## src/rtl/proc_pkg.sv

```systemverilog
// Shared opcode/step encodings and instruction field positions for param_proc_core.
package proc_pkg;

    typedef enum logic [2:0] {
        OP_MV  = 3'd0,
        OP_MVI = 3'd1,
        OP_ADD = 3'd2,
        OP_SUB = 3'd3,
        OP_AND = 3'd4,
        OP_OR  = 3'd5,
        OP_XOR = 3'd6,
        OP_NOP = 3'd7
    } op_e;

    typedef enum logic [1:0] {T0, T1, T2, T3} step_e;

    // Instruction layout is {opcode[2:0], rx, ry}, ry in the low bits.
    localparam int IR_RY_LSB = 0;

    function automatic int ir_rx_lsb(input int idx_w);
        return idx_w;
    endfunction

    function automatic int ir_op_lsb(input int idx_w);
        return 2 * idx_w;
    endfunction

    function automatic logic is_alu(input op_e op);
        return (op == OP_ADD) || (op == OP_SUB) || (op == OP_AND) ||
               (op == OP_OR)  || (op == OP_XOR);
    endfunction

endpackage

```

## src/rtl/proc_alu.sv

```systemverilog
// Combinational ALU: A op bus with carry (add) or borrow (sub); logic ops clear carry.
module proc_alu
    import proc_pkg::*;
#(
    parameter int DATA_W = 8
) (
    input  logic [2:0]        op,
    input  logic [DATA_W-1:0] a,
    input  logic [DATA_W-1:0] b,
    output logic [DATA_W-1:0] result,
    output logic              carry
);

    always_comb begin
        result = '0;
        carry  = 1'b0;
        case (op_e'(op))
            OP_ADD: {carry, result} = {1'b0, a} + {1'b0, b};
            OP_SUB: begin
                result = a - b;
                carry  = (a < b);
            end
            OP_AND: result = a & b;
            OP_OR:  result = a | b;
            OP_XOR: result = a ^ b;
            default: ;
        endcase
    end

endmodule

```

## src/rtl/param_proc_core.sv

```systemverilog
// Multi-cycle datapath core: register file, shared bus, A/G staging and T0..T3 step FSM.
// Define PROC_FLAGS_EN to build zero/carry flag registers loaded on every G load.
module param_proc_core
    import proc_pkg::*;
#(
    parameter  int DATA_W    = 8,
    parameter  int NUM_REGS  = 8,
    localparam int REG_IDX_W = $clog2(NUM_REGS),
    localparam int IR_W      = 3 + 2 * REG_IDX_W
) (
    input  logic              clock,
    input  logic              reset,
    input  logic              start,
    input  logic [IR_W-1:0]   instr_in,
    input  logic [DATA_W-1:0] data_in,
    output logic [DATA_W-1:0] bus,
    output logic              busy,
    output logic              done,
    output logic              z_flag,
    output logic              c_flag
);

    localparam int OP_LSB = ir_op_lsb(REG_IDX_W);
    localparam int RX_LSB = ir_rx_lsb(REG_IDX_W);

    logic [NUM_REGS-1:0][DATA_W-1:0] regs_q, regs_d;
    logic [DATA_W-1:0]               a_q, a_d, g_q, g_d;
    logic [IR_W-1:0]                 ir_q, ir_d;
    step_e                           step_q, step_d;

    op_e                  op;
    logic [REG_IDX_W-1:0] rx, ry;
    logic [DATA_W-1:0]    alu_res;
    logic                 alu_carry;

    assign op = op_e'(ir_q[OP_LSB +: 3]);
    assign rx = ir_q[RX_LSB +: REG_IDX_W];
    assign ry = ir_q[IR_RY_LSB +: REG_IDX_W];

    proc_alu #(.DATA_W(DATA_W)) u_alu (
        .op     (ir_q[OP_LSB +: 3]),
        .a      (a_q),
        .b      (bus),
        .result (alu_res),
        .carry  (alu_carry)
    );

    // Single bus driver: the step/opcode decode selects exactly one source.
    always_comb begin
        bus = '0;
        case (step_q)
            T1: begin
                case (op)
                    OP_MV:   bus = regs_q[ry];
                    OP_MVI:  bus = data_in;
                    OP_NOP:  bus = '0;
                    default: bus = regs_q[rx];
                endcase
            end
            T2:      bus = regs_q[ry];
            T3:      bus = g_q;
            default: bus = '0;
        endcase
    end

    assign busy = (step_q != T0);
    assign done = ((step_q == T1) && !is_alu(op)) || (step_q == T3);

    always_comb begin
        regs_d = regs_q;
        a_d    = a_q;
        g_d    = g_q;
        ir_d   = ir_q;
        step_d = step_q;
        case (step_q)
            T0: begin
                if (start) begin
                    ir_d   = instr_in;
                    step_d = T1;
                end
            end
            T1: begin
                if (is_alu(op)) begin
                    a_d    = bus;
                    step_d = T2;
                end else begin
                    if (op != OP_NOP) regs_d[rx] = bus;
                    step_d = T0;
                end
            end
            T2: begin
                g_d    = alu_res;
                step_d = T3;
            end
            T3: begin
                regs_d[rx] = bus;
                step_d     = T0;
            end
            default: step_d = T0;
        endcase
    end

    always_ff @(posedge clock) begin
        if (reset) begin
            regs_q <= '0;
            a_q    <= '0;
            g_q    <= '0;
            ir_q   <= '0;
            step_q <= T0;
        end else begin
            regs_q <= regs_d;
            a_q    <= a_d;
            g_q    <= g_d;
            ir_q   <= ir_d;
            step_q <= step_d;
        end
    end

`ifdef PROC_FLAGS_EN
    logic z_q, z_d, c_q, c_d;

    // T2 is only reached by ALU ops, so it marks every G load.
    always_comb begin
        z_d = z_q;
        c_d = c_q;
        if (step_q == T2) begin
            z_d = (alu_res == '0);
            c_d = alu_carry;
        end
    end

    always_ff @(posedge clock) begin
        if (reset) begin
            z_q <= 1'b0;
            c_q <= 1'b0;
        end else begin
            z_q <= z_d;
            c_q <= c_d;
        end
    end

    assign z_flag = z_q;
    assign c_flag = c_q;
`else
    logic unused_carry;
    assign unused_carry = alu_carry;
    assign z_flag       = 1'b0;
    assign c_flag       = 1'b0;
`endif

endmodule

```

## config.mk

```make
export PLATFORM = sky130hd
export DESIGN_NAME = param_proc_core
export DESIGN_NICKNAME = d
export VERILOG_FILES = /design/src/rtl/proc_pkg.sv /design/src/rtl/proc_alu.sv /design/src/rtl/param_proc_core.sv
export SDC_FILE = /design/constraint.sdc
export NUM_CORES = 1
export LEC_CHECK = 0
export ABC_AREA = 1
export BUFFER_PORTS_ARGS = -buffer_cell sky130_fd_sc_hd__buf_2
export CAP_MARGIN = 0
export CORE_ASPECT_RATIO = 1.2
export CORE_MARGIN = 2
export CORE_UTILIZATION = 52
export CTS_CLUSTER_DIAMETER = 50
export DETAILED_ROUTE_END_ITERATION = 16
export PLACE_DENSITY = 0.8
export SETUP_SLACK_MARGIN = 0.05
export SLEW_MARGIN = 20
export SYNTH_ARGS = -nofsm -noshare
export SYNTH_HDL_FRONTEND = slang
export SYNTH_SLANG_ARGS = --single-unit
export TNS_END_PERCENT = 100
```

## constraint.sdc

```tcl
create_clock -name clock -period 3.2 [get_ports clock]
set_input_delay 0.16 -clock clock [delete_from_list [all_inputs] [get_ports clock]]
set_output_delay 0.16 -clock clock [all_outputs]
set_load 0.02 [all_outputs]
```

# Word level (Yosys, flattened, before mapping)
# Cells that the tools add are included.
# word_totals
regBits	91
in_bits	20
out_inout_bits	12
elab_cells	65
# op_classes
addsub	2
n_lt_le_gt_ge	3
eq_ne	14
n_mux	16
bitwise_logic	3
reduce_logical	15
# ops
op	count
64-bit two-way mux	2
64-bit case mux with 2 select lines	1
64-bit bitwise mux	1
8-bit binary-select mux with 3-bit select	2
8-bit case mux with 3 select lines	2
8-bit case mux with 5 select lines	1
8-bit demux with 3-bit select	1
8-bit two-way mux	3
3-bit equality test, second input constant	4
8-bit adder	1
8-bit AND	1
3-bit by 4-bit < comparator with 1-bit output, second input constant	2
8-bit OR	1
2-bit case mux with 4 select lines	1
8-bit subtractor	1
8-bit bitwise XOR	1
3-bit by 2-bit equality test with 1-bit output, second input constant	2
1-bit logical OR	5
2-bit equality test, second input constant	2
2-bit two-way mux	2
2-bit inequality test, second input constant	2
2-bit AND reduction	2
2-bit nonzero test	2
3-bit by 1-bit equality test with 1-bit output, second input constant	1
9 further kinds	10

# Depth between registers and ports, before layout
# logic_depth
depth_word	8
mapped_depth	33
mapped_depth_nobuf	31

# By module
# A second synthesis with hierarchy kept.
# unflattened
hier_cells	1164
area_unflattened_um2	6832.8
# by_module_without_submodules
module	instances	cells_per_inst	area_per_inst_um2	seq_area_each_um2
param_proc_core	1	967	5675.4	1821.7
proc_alu	1	197	1157.4	0.0

# Worst setup path after synthesis
# No wires, ideal clock.
# synth_timing
path_kind	register to register
start	reg ir_q[8]
end	reg g_q[7]
setup_ns	0.131
arrival_ns	3.263
t_required_ns	3.069
path_slack_ns	-0.193
path_stages_with_launch	28
n_path_buf	1
period_less_slack_ns	3.393
cell_sequence	dfxtp_1 inv_2 nand2_2 o21ai_2 buf_6 a21oi_1 nand2_1 nand3_2 nand2_4 inv_2 ha_1 nand3_2 o31ai_2 xor2_1 inv_1 ha_1 nand4_1 o211ai_1 xor2_1 inv_1 nand2_1 nand2_1 inv_1 nand3_1 nand3_1 nand2_1 nand2_1 a21oi_2
# synth_via
elab_chain_len	5
word_cells_on_any_way	16
classes_between	add/sub (2); eq/ne (7); mux (3); bitwise (3); reduce/logical (1)
# synth_lines
item	line_no	rtl
start: declaration	param_proc_core.sv:28	logic [IR_W-1:0] ir_q, ir_d;
start signal: assignment	param_proc_core.sv:114	ir_q <= ir_d;
3-bit equality test (tied with other cells)	param_proc_core.sv:53	case (op)
8-bit case mux with 3 select lines *	param_proc_core.sv:53	
8-bit case mux with 3 select lines *	param_proc_core.sv:51	case (step_q)
net bus[0]	param_proc_core.sv:16	output logic [DATA_W-1:0] bus,
8-bit subtractor / 8-bit adder (equally long branches)	proc_alu.sv:20, proc_alu.sv:18	
8-bit case mux with 5 select lines *	proc_alu.sv:17	case (op_e'(op))
end signal: assignment	param_proc_core.sv:113	g_q <= g_d;
end: declaration	param_proc_core.sv:27	logic [DATA_W-1:0] a_q, a_d, g_q, g_d;
# Mark *: on every way through the listed nets, which the timed path passes. The rest lies on a longest branch.
# A chain may end at the register's enable or synchronous reset.

# Worst setup path after layout
# layout_timing
start	reg ir_q[3]
end	reg g_q[7]
# layout_via
elab_chain_len	6
word_cells_on_any_way	10
classes_between	add/sub (2); mux (5); bitwise (3)
# layout_lines
item	line_no	rtl
8-bit binary-select mux with 3-bit select *	param_proc_core.sv:57	default: bus = regs_q[rx];
8-bit two-way mux (implied by the code) *	param_proc_core.sv:57	
8-bit case mux with 3 select lines *	param_proc_core.sv:53	
8-bit case mux with 3 select lines *	param_proc_core.sv:51	
8-bit subtractor (tied with other cells)	proc_alu.sv:20	result = a - b;
8-bit case mux with 5 select lines *	proc_alu.sv:17	
# Every way passes the cells marked *; elsewhere a longest branch is shown, timed or not. The select of a mux whose other input is x is not followed.

==> impl_summary.md <==
Floorplan
The die is 104.0 microns wide. The placeable core region is ~12000 sq um. The y dimension of the die is roughly 120 microns. The initial utilization of the core area, before any placement, comes to a little over half. The floorplan step defined a die boundary enclosing 12900 sq um.

The floorplan row count is 43. 32 I/O pins were placed.

Global routing
The first global-routing pass estimated about 30000 microns of wire. The initial antenna violation count is 0. The aggregate global routing overflow is 0. The global-route usage over all layers is 29.07%. The number of global-route vias before repair is 6175.

The largest net degree at the start of global routing is 66.

Finish
The layout cell share with drive strength beyond 1 is 19.52%. The core occupancy in the finished layout is 64.32%. For this run, the number of standard cells in the final layout without fillers is 1233.

The synthesis-to-layout area growth is 19.74%. The top cell types in the final layout, fill and taps aside, are sky130_fd_sc_hd__nand2_1 (277), sky130_fd_sc_hd__inv_1 (166), sky130_fd_sc_hd__dfxtp_1 (86). The library cell used most frequently in the layout, excluding fill and tap cells, is sky130_fd_sc_hd__nand2_1. The filler cells instantiated in the layout total 1068. The total inserted antenna cells is 0. After the last flow step, the layout net total stands at ~1100.

Critical path
The cell at the slowest stage of the critical path is sky130_fd_sc_hd__dfxtp_4. The worst setup path is of the reg -> reg kind. The worst setup path is captured at a flop. On the worst path, the slowest cell contributes a delay of 0.40 ns.

STA puts the critical path data required time at 3.41 ns. For the worst setup path, the data arrival time is 3.55 ns. The type of origin of the critical path is a flop. Of all nets on the critical path, the largest fanout is 12. By instance count, the cell type seen most on the critical path is sky130_fd_sc_hd__nand2_1.

STA
The number of hold-slack violations in the final timing report is 0. The final setup slack of the worst path is -0.1411 ns. Headroom to the max-slew limit came out at ~44%. For this run, the top clock speed supported by timing is around 300 MHz.

Setup repair after global routing could not meet its margin everywhere. The clock arrives with 0.007444 ns of skew. The final critical path takes up 104.4% of the cycle. The final number of setup-violating endpoints is 3. The count of pins over their slew limit is 0. At the pin with the least slew margin, the transition time is 0.8364 ns. Subtracting the final worst setup slack from the clock period gives about 3.3 ns.

Clocking
The clock latency on the worst-skew pair is 0.35 ns. The clock net in this run drives a total of 91 sinks. The clock tree buffer depth is 2.

Clock-pin slew was measured on the worst setup and hold paths at 0.06 ns. The total number of H-tree levels is 3. CTS placed an instance of sky130_fd_sc_hd__clkbuf_16 at the clock tree root. The number of clock buffers inserted by TritonCTS is 9. TritonCTS built the clock tree.

Outcome
The flow ran to the end, but the final reports show violations. The checks that failed: negative setup slack.

Detailed routing
The number of design-rule violations left by the first detailed-router iteration is a little under 600. The count of unresolved DRC violations after routing is 0. The total wire length is 18200 microns.

In the final routed layout, each cell accounts on average for 14.76 microns. In this run the remaining antenna-violating nets after routing total 0. The routed layout has around 6500 vias.

After detailed routing, the number of vias per cell comes to 5.299. The length of the first detailed-routing pass in iterations is 7.

Job
The max-capacitance violation count is 0.

Pwr
The clock network fraction of total power is 29.8%. The internal power of the cells totals 2.253 mW. Net switching is a little over a third of the power. The power density normalized to cell area is 462.3 nW/um^2.

Combinational logic burns 35.2% of the power. The leakage dissipation is 3.932 nW. VDD sags by at most a little over 0.3 mV.

Summed over all nets, the switching power comes to 1.202 mW. The sequential power share is 35.0%. Total power for the finished layout comes to 3.456 mW.

Logic synthesis
The cell area after synthesis is 6242 sq um. The number of synthesized flops with an enable pin is 0. For this run, the number of Yosys warnings is 0. A synthesized cell averages 6.324 sq um. In the post-synthesis netlist, the biggest area contributors are sky130_fd_sc_hd__dfxtp_1 (29%), sky130_fd_sc_hd__nand2_1 (17%), sky130_fd_sc_hd__inv_1 (10%).

Among all flip-flop cells after synthesis, the most frequent one is sky130_fd_sc_hd__dfxtp_1. The portion of synthesized cell area occupied by the leading cell type is 29.18%. The distinct cell type count after synthesis is between 40 and 50.

In the synthesized netlist the async set-or-reset flop fraction comes to 0%. Summing the sequential cell areas from Yosys gives 29.18% of the chip area. Of all cell types, the one taking the most synthesized area is sky130_fd_sc_hd__dfxtp_1. The number of cells produced by synthesis is 987. The count of state elements after synthesis is roughly 90.

Hold path
The worst hold path belongs to the class in -> reg.

Placed design
In this run, placement finished with an instance count of ~1200. The HPWL after detailed placement is 13270 microns. Buffers placed on the I/O ports in this run total 29. The worst-case setup slack after placement is -0.1616 ns. The final weighted congestion of routability-driven global placement is 0.9716.
-- path summary, 6_finish.rpt --
path	start	to	slack, ns	cells after the start
max	ir_q[3]	g_q[7]	-0.14	29
max reg2reg	ir_q[3]	g_q[7]	-0.14	29
min	start	step_q[0]	0.09	3
min reg2reg	g_q[5]	g_q[5]	0.47	2
-- flip-flops by register name, indices dropped and copies added, names as in the netlist, named ones only --
signal / flops
g_q: 8
ir_q: 9
regs_q: 64
step_q: 1
a_q: 8
-- Yosys cell counts (6+ instances only) --
| cell | n |
|---|---|
| sky130_fd_sc_hd__dfxtp_1 | 91 |
| sky130_fd_sc_hd__nand2_2 | 6 |
| sky130_fd_sc_hd__nand3_1 | 63 |
| sky130_fd_sc_hd__nor2_4 | 7 |
| sky130_fd_sc_hd__ha_1 | 25 |
| sky130_fd_sc_hd__buf_4 | 9 |
| sky130_fd_sc_hd__o211ai_1 | 17 |
| sky130_fd_sc_hd__a21oi_2 | 8 |
| sky130_fd_sc_hd__clkbuf_1 | 9 |
| sky130_fd_sc_hd__o21ai_0 | 88 |
| sky130_fd_sc_hd__o21ai_1 | 14 |
| sky130_fd_sc_hd__buf_6 | 6 |
| sky130_fd_sc_hd__nor2_1 | 25 |
| sky130_fd_sc_hd__nand2_1 | 278 |
| sky130_fd_sc_hd__inv_2 | 17 |
| sky130_fd_sc_hd__a21oi_1 | 87 |
| sky130_fd_sc_hd__inv_1 | 167 |
| sky130_fd_sc_hd__buf_2 | 21 |
| sky130_fd_sc_hd__nand2_4 | 6 |
-- critical path, delay by kind of cell, from the launching register on --
family / cells / cell delay, ns
AO/OA/AOI/OAI: 4 / 0.53
AND/OR/NAND/NOR: 16 / 1.04
flip-flops: 1 / 0.40
adder cells (fa/ha/maj): 2 / 0.43
XOR/XNOR: 2 / 0.36
buffers and inverters: 5 / 0.44
-- what timing repair did --
action                     4_1_cts  5_1_grt
pin swaps                       10       13
cloned                           1        0
setup endpoints to repair        3        5
setup buffers                    4        2
gates resized for setup         22       11
hold buffers                     0        0
-- area by class of cell --
class / count / area, sq um / share of cell area, %
clock buffer: 13 / 260.3 / 3.482
clock inverter: 3 / 22.52 / 0.3013
inverter: 186 / 715.7 / 9.575
multi-input combinational: 662 / 3491 / 46.70
sequential: 91 / 1836 / 24.56
tap: 157 / 196.4 / 2.628
timing repair buffer: 121 / 953.4 / 12.76
-- metal layers --
metal	track usage, %	vias up	routed length, microns
li1	-	3283	-
met1	33.70	2899	7327
met2	51.73	279	8774
met3	4.762	73	1271
met4	15.88	0	827
met5	0	-	0
-- per-stage QoR --
stage	area [sq um]	TNS, ns	hold slack [ns]
2_1_floorplan	6340	-0.0006823	0.3229
3_3_place_gp	7049	-0.1451	0.4357
3_5_place_dp	7049	-0.2380	0.4497
4_1_cts	7432	-0.1403	0.08407
5_1_grt	7475	-1.374	0.1151
6_report	7475	-0.2701	0.08616
-- logic make-up after synthesis --
| kind of cell | synth area share [%] |
|---|---|
| fa+ha+maj | 5.332 |
| flops | 29.18 |
| compound gates | 20.34 |
| simple gates | 28.34 |
| xor+xnor | 0.8418 |
| other cells | 0.06007 |
| buf+inv | 15.89 |
-- power by group through the flow --
stage	clock (mW)	sequential [mW]	combinational [mW]
after global routing	1.08	1.21	1.35
after global placement	0	1.23	1.10
after detailed placement	0	1.23	1.12
after floorplan	0	1.22	0.742
final	1.03	1.21	1.22
after CTS	1.04	1.21	1.17
Power figures use the tool's default switching activity.
